==> src/rtl/score_bcd_converter.sv <==
// Iterative binary-to-BCD converter (shift-and-add-3) for the score/timer displays.
// The committed digits, blank mask and overflow flag stay stable while the next conversion runs.
module score_bcd_converter #(
  parameter int IN_WIDTH = 20,
  parameter int DIGITS   = 6
) (
  input  logic                  clock,
  input  logic                  rst_n,
  input  logic                  start,
  input  logic                  auto_mode,
  input  logic [IN_WIDTH-1:0]   value_in,
  output logic [4*DIGITS-1:0]   bcd,
  output logic [DIGITS-1:0]     blank,
  output logic                  overflow,
  output logic                  busy,
  output logic                  done
);

  localparam int SW = 4 * DIGITS;
  localparam int CW = $clog2(IN_WIDTH + 1);

  function automatic logic [63:0] calc_max(input int n);
    logic [63:0] p;
    p = 64'd1;
    for (int i = 0; i < n; i++) begin
      p = p * 64'd10;
    end
    return p - 64'd1;
  endfunction

  localparam logic [63:0] MAX_VAL = calc_max(DIGITS);

  function automatic logic [SW-1:0] add3(input logic [SW-1:0] d);
    logic [SW-1:0] r;
    r = d;
    for (int i = 0; i < DIGITS; i++) begin
      if (d[4*i +: 4] >= 4'd5) begin
        r[4*i +: 4] = d[4*i +: 4] + 4'd3;
      end else begin
        r[4*i +: 4] = d[4*i +: 4];
      end
    end
    return r;
  endfunction

  // Digit i is blanked only when it and every more significant digit are zero.
  function automatic logic [DIGITS-1:0] blank_of(input logic [SW-1:0] d);
    logic [DIGITS-1:0] b;
    logic              zero_above;
    b          = {DIGITS{1'b0}};
    zero_above = 1'b1;
    for (int i = DIGITS - 1; i >= 1; i--) begin
      zero_above = zero_above & (d[4*i +: 4] == 4'd0);
      b[i]       = zero_above;
    end
    b[0] = 1'b0;
    return b;
  endfunction

  typedef enum logic [1:0] {
    IDLE    = 2'd0,
    CONVERT = 2'd1,
    COMMIT  = 2'd2
  } state_t;

  state_t              state_r;
  logic [SW-1:0]       scratch_r;
  logic [SW-1:0]       adj_s;
  logic [IN_WIDTH-1:0] shift_r;
  logic [CW-1:0]       count_r;
  logic                sat_r;

  assign adj_s = add3(scratch_r);

  // Conversion FSM with registered outputs.
  always_ff @(posedge clock or negedge rst_n) begin
    if (!rst_n) begin
      state_r   <= IDLE;
      scratch_r <= {SW{1'b0}};
      shift_r   <= {IN_WIDTH{1'b0}};
      count_r   <= {CW{1'b0}};
      sat_r     <= 1'b0;
      bcd       <= {SW{1'b0}};
      blank     <= {{(DIGITS-1){1'b1}}, 1'b0};
      overflow  <= 1'b0;
      busy      <= 1'b0;
      done      <= 1'b0;
    end else begin
      done <= 1'b0;
      case (state_r)
        IDLE: begin
          if (start | auto_mode) begin
            if (64'(value_in) > MAX_VAL) begin
              shift_r <= MAX_VAL[IN_WIDTH-1:0];
              sat_r   <= 1'b1;
            end else begin
              shift_r <= value_in;
              sat_r   <= 1'b0;
            end
            scratch_r <= {SW{1'b0}};
            count_r   <= CW'(IN_WIDTH);
            busy      <= 1'b1;
            state_r   <= CONVERT;
          end else begin
            state_r <= IDLE;
          end
        end
        CONVERT: begin
          scratch_r <= (adj_s << 1) | SW'(shift_r[IN_WIDTH-1]);
          shift_r   <= shift_r << 1;
          count_r   <= count_r - CW'(1);
          if (count_r == CW'(1)) begin
            state_r <= COMMIT;
          end else begin
            state_r <= CONVERT;
          end
        end
        COMMIT: begin
          bcd      <= scratch_r;
          blank    <= blank_of(scratch_r);
          overflow <= sat_r;
          done     <= 1'b1;
          busy     <= 1'b0;
          state_r  <= IDLE;
        end
        default: begin
          busy    <= 1'b0;
          state_r <= IDLE;
        end
      endcase
    end
  end

endmodule

==> config.mk <==
export PLATFORM = sky130hd
export DESIGN_NAME = score_bcd_converter
export DESIGN_NICKNAME = d
export VERILOG_FILES = /design/src/rtl/score_bcd_converter.sv
export SDC_FILE = /design/constraint.sdc
export NUM_CORES = 1
export LEC_CHECK = 0
export CAP_MARGIN = 20
export CORE_UTILIZATION = 50
export CTS_BUF_LIST = sky130_fd_sc_hd__clkbuf_8
export DETAILED_ROUTE_END_ITERATION = 16
export MAX_ROUTING_LAYER = met4
export PLACE_DENSITY = 0.74
export SYNTH_ARGS = -nofsm -noshare
export SYNTH_HDL_FRONTEND = slang
export SYNTH_SLANG_ARGS = --single-unit
==> constraint.sdc <==
create_clock -name clock -period 2.75 [get_ports clock]
set_input_delay 0.55 -clock clock [delete_from_list [all_inputs] [get_ports clock]]
set_output_delay 0.55 -clock clock [all_outputs]
set_load 0.01 [all_outputs]
# Word level (Yosys, flattened, before mapping)
# Index checks and enable logic that the tools add are counted.
# W data, S select, Z words.
[classes] eq_ne=4 n_reduce_logical=10 muxes=20 n_shift=0 multipliers=0 bitwise_logic=7 n_lt_le_gt_ge=7 n_div=0 addsub=7
[op_table] operator="$pmux W24 S2" n=1
[op_table] operator="$mux W20" n=2
[op_table] operator="$pmux W20 S2" n=1
[op_table] operator="$ge A4 B3 Y1 const B" n=6
[op_table] operator="$mux W24" n=1
[op_table] operator="$or A24 B1 Y24" n=1
[op_table] operator="$add A4 B2 Y4 const B" n=5
[op_table] operator="$gt A20 B20 Y1 const B" n=1
[op_table] operator="$logic_not A4 Y1" n=5
[op_table] operator="$mux W4" n=5
[op_table] operator="$pmux W5 S2" n=1
[op_table] operator="$reduce_and A2 Y1" n=3
[op_table] operator="$eq A5 B1 Y1 const B" n=1
[op_table] operator="$mux W5" n=1
[op_table] operator="$sub A5 B1 Y5 const B" n=1
[op_table] operator="$and A1 B1 Y1" n=4
[op_table] operator="$mux W1" n=4
[op_table] operator="$pmux W2 S2" n=1
[op_table] operator="$add A3 B2 Y3 const B" n=1
[op_table] operator="$mux W3" n=1
[op_table] operator="$eq A2 B1 Y1 const B" n=1
[op_table] operator="$eq A2 B2 Y1 const B" n=1
[op_table] operator="$logic_not A2 Y1" n=1
[op_table] operator="$mux W2" n=1
[op_table] operator="other kinds (5)" n=5
[totals] mem_bits_ro=0 out_inout_bits=33 input_bits=24 wordCells=65 mem_bits_rw=0 n_memories=0 latchBits=0 reg_bits=84

# Logic depth before layout (Yosys ltp)
[logic_depth] ltp_word=5 ltp_mapped=6

# Least setup slack after synthesis
# OpenSTA, ideal clock, no wires.
[synth_timing] kind="input to register" from="input port auto_mode" to="register scratch_r[14]" setup_slack_ns=1.196 n_path_buf=2 path_stages=5 required_ns=2.624 arrival_ns=1.428 cell_sequence="nor3_1 -> or2_1 -> buf_2 -> buf_2 -> a221o_1"
[synth_via] elab_chain_len=3
[synth_lines] item="start: declaration" line_no="10" source="input logic auto_mode,"
[synth_lines] item="$or A1 B1 Y1" line_no="92" source="if (start | auto_mode) begin"
[synth_lines] item="$ne A2 B2 Y1 (no line)"
[synth_lines] item="$reduce_and A2 Y1 (no line)"
[synth_lines] item="end signal: assignment" line_no="79" source="scratch_r <= {SW{1'b0}};"
[synth_lines] item="end signal: assignment" line_no="100" source="scratch_r <= {SW{1'b0}};"
[synth_lines] item="end signal: assignment" line_no="109" source="scratch_r <= (adj_s << 1) | SW'(shift_r[IN_WIDTH-1]);"
[synth_lines] item="end: declaration" line_no="67" source="logic [SW-1:0] scratch_r;"
# Every way passes these cells.
# A chain may end at the register's enable or synchronous reset.

# Final worst setup path
[layout_timing] from="register blank[1]" to="output port blank[1]"
[layout_lines] item="start: declaration" line_no="13" source="output logic [DIGITS-1:0] blank,"
[layout_lines] item="start signal: assignment" line_no="84" source="blank <= {{(DIGITS-1){1'b1}}, 1'b0};"
[layout_lines] item="start signal: assignment" line_no="120" source="blank <= blank_of(scratch_r);"
# No word-level cell between the ends.

==> results.txt <==
Status = completed
Initial Utilization = 0.527
CTS tree = yes
Post-Route WL = 7670 um
Syn Inst Count = 372
Slowest CP cell = dfstp_2
CP endpoint kind = output pin
Minimum clock period = 1.95 ns
Die X = 90.2 um
Clock root buffer = clkbuf_8
Startpoint types = flip-flop
Worst vdd ir = 0.455 mV
Synth Register Bits = 84
Critical path cell sequence = clkdlybuf4s50_1
CP arrival = 1.40 ns
Final setup fails = 0
FP Rows = 31
Io pins = 57
Synth top area share = 0.509
Most common cell after layout, fill and taps aside = dfrtp_1
Core area = 0.00737 mm2
Footprint of the multi-input gates = 0.00162 mm2
DR pass1 iterations = 4
Worst skew pair latency = 0.35 ns
Final TNS setup = 0 ns
Fin crit share = 0.710
Yosys warns = 0
Top FF cell, synth = dfrtp_1
Fraction of layout cells with a size suffix above 1 = 0.100
Non-Filler Instances = 528
Synth Net Count = 414
Cell leakage power = 2.14 nW
Top post-synthesis cells by area = dfrtp_1, ha_1, o21ai_0
Layout net count = 466
Largest stage delay on the critical path = 0.54 ns
RSZ-0062 raised after global routing = false
Worst-path clk slew = 0.09 ns
DRC violations left = 0
Register-to-Register Path Depth = 5
Post-synth EDFFs = 0
Vias per Instance = 5.54
DP HPWL = 5270 um
Hold_ws = 0.215 ns
Most frequent cells in the layout = dfrtp_1, clkdlybuf4s50_1, nand2_1
Worst Setup Slack, final = 0.798 ns
CTS max path bufs = 2
Diode count = 0
Die area = 0.00813 mm2
Worst-margin pin slew = 0.613 ns
Global-route wire length before repair = 13600 um
Vias post-DR = 2925
Number of cells on the critical path = 1
Area delta synth->final = 21.9%
Placed cells = 512
WP data required = 2.20 ns
Final ANT Viol Nets = 0
Vias in the first global route = 2936
Postcts setup bufs = 0
Worst Hold Class = input port to asynchronous set/reset pin
H-tree depth = 3
Initial antenna violation count = 0
Final Wtd Congestion = 0.802
Pre-CTS setup slack = 0.506 ns
DR WL/cell = 14.5 um
Register area share after synthesis = 0.542
Post-synth cell types = 45
Fill cells = 614
Worst Skew = 0.0120 ns
WS Path Type = flip-flop to output pin
Total power = 4.90 mW
Port Buffers = 55
Final Hold Viols = 0
Syn avg cell area = 10.4 um2
Largest area contributor in the netlist = dfrtp_1
Slew Limit Headroom = 0.591
Largest net degree at the start of global routing = 50
CTS Hold Bufs = 0
Grt total ovfl = 0
Pins Over Slew Limit = 0
Max Clk Rate = 512 MHz
Inserted Clock Buffers = 9
Die height = 90.2 um
Clock sink total = 84
Crit Path Max Fanout = 2
Post-CTS resize count = 0
Maxcap violations = 0
Asr flop ratio synth = 1.00
DRT iter0 DRCs = 93
Pwr per Cell Area = 1030 mW/mm2
Sequential cell area = 0.00211 mm2
Critical path buffers and inverters = 1
All-Layer GR Usage = 0.215
Post-Syn Area = 0.00389 mm2
Top Family by Delay on Critical Path = flip-flops
## state kept, by name, indices dropped and copies added, names as in the netlist
register / cells
state_r: 2
done: 1
busy: 1
count_r: 5
bcd: 24
shift_r: 20
overflow: 1
sat_r: 1
blank: 5
scratch_r: 24
## area by class of cell
type	instances	area share
inverters	18	0.0143
clock inverters	5	0.0108
multi-input cells	249	0.342
flip-flops and latches	84	0.445
clock buffers	11	0.0320
well taps	99	0.0262
repair buffers	62	0.129
## path summary, 6_finish.rpt
kind                                   end  slack (ns)       start
worst max-delay path              blank[1]        0.80    blank[1]
worst min-delay path                bcd[6]        0.22       rst_n
worst max register to register  count_r[3]        1.05  state_r[1]
worst min register to register    blank[3]        0.47    blank[3]
max in group asynchronous       shift_r[9]        1.92       rst_n
min in group clock                blank[3]        0.47    blank[3]
## power breakdown
group	internal, mW	total [mW]	switching [mW]
clock network	0.464	0.896	0.432
registers	1.68	2.03	0.342
logic	0.954	1.98	1.02
## cells by family after synthesis
family / Yosys count / synth area share
muxes: 14 / 0.0402
and+or+nand+nor: 100 / 0.119
xor gates and xnor gates: 8 / 0.0180
buffers and inverters: 39 / 0.0412
adders and majority gates: 18 / 0.0580
other: 1 / 0.000965
AOI/OAI and AO/OA: 108 / 0.180
DFF: 84 / 0.543
## metrics by stage
| stage | util | instance area, um2 |
|---|---|---|
| 6_report | 0.643 | 4740 |
| 4_1_cts | 0.643 | 4740 |
| 3_5_place_dp | 0.615 | 4530 |
| 2_1_floorplan | - | 3890 |
| 3_3_place_gp | 0.615 | 4530 |
| 5_1_grt | 0.643 | 4740 |
## routing by layer
| layer | global-route usage | share of wire | vias up |
|---|---|---|---|
| met2 | 0.333 | 0.46 | 72 |
| met5 | - | 0 | - |
| met1 | 0.291 | 0.50 | 1418 |
| li1 | - | - | 1428 |
| met3 | 0.0389 | 0.035 | 7 |
| met4 | 0.0632 | 0.011 | 0 |
## cell usage after synthesis (all sizes together) (2+ instances only)
cell type,n
a21o,7
a21oi,17
a22o,7
a31oi,4
a32o,4
buf,9
clkbuf,12
dfrtp,79
dfstp,5
ha,18
inv,18
mux2,13
nand2,39
nand2b,9
nand3,6
nand4,2
nor2,25
nor2b,2
nor3,5
nor3b,4
o21ai,31
o22ai,17
o311ai,5
o31ai,7
o32ai,2
or3,2
xnor2,7
Note: power is estimated with default switching activity, not from simulation.
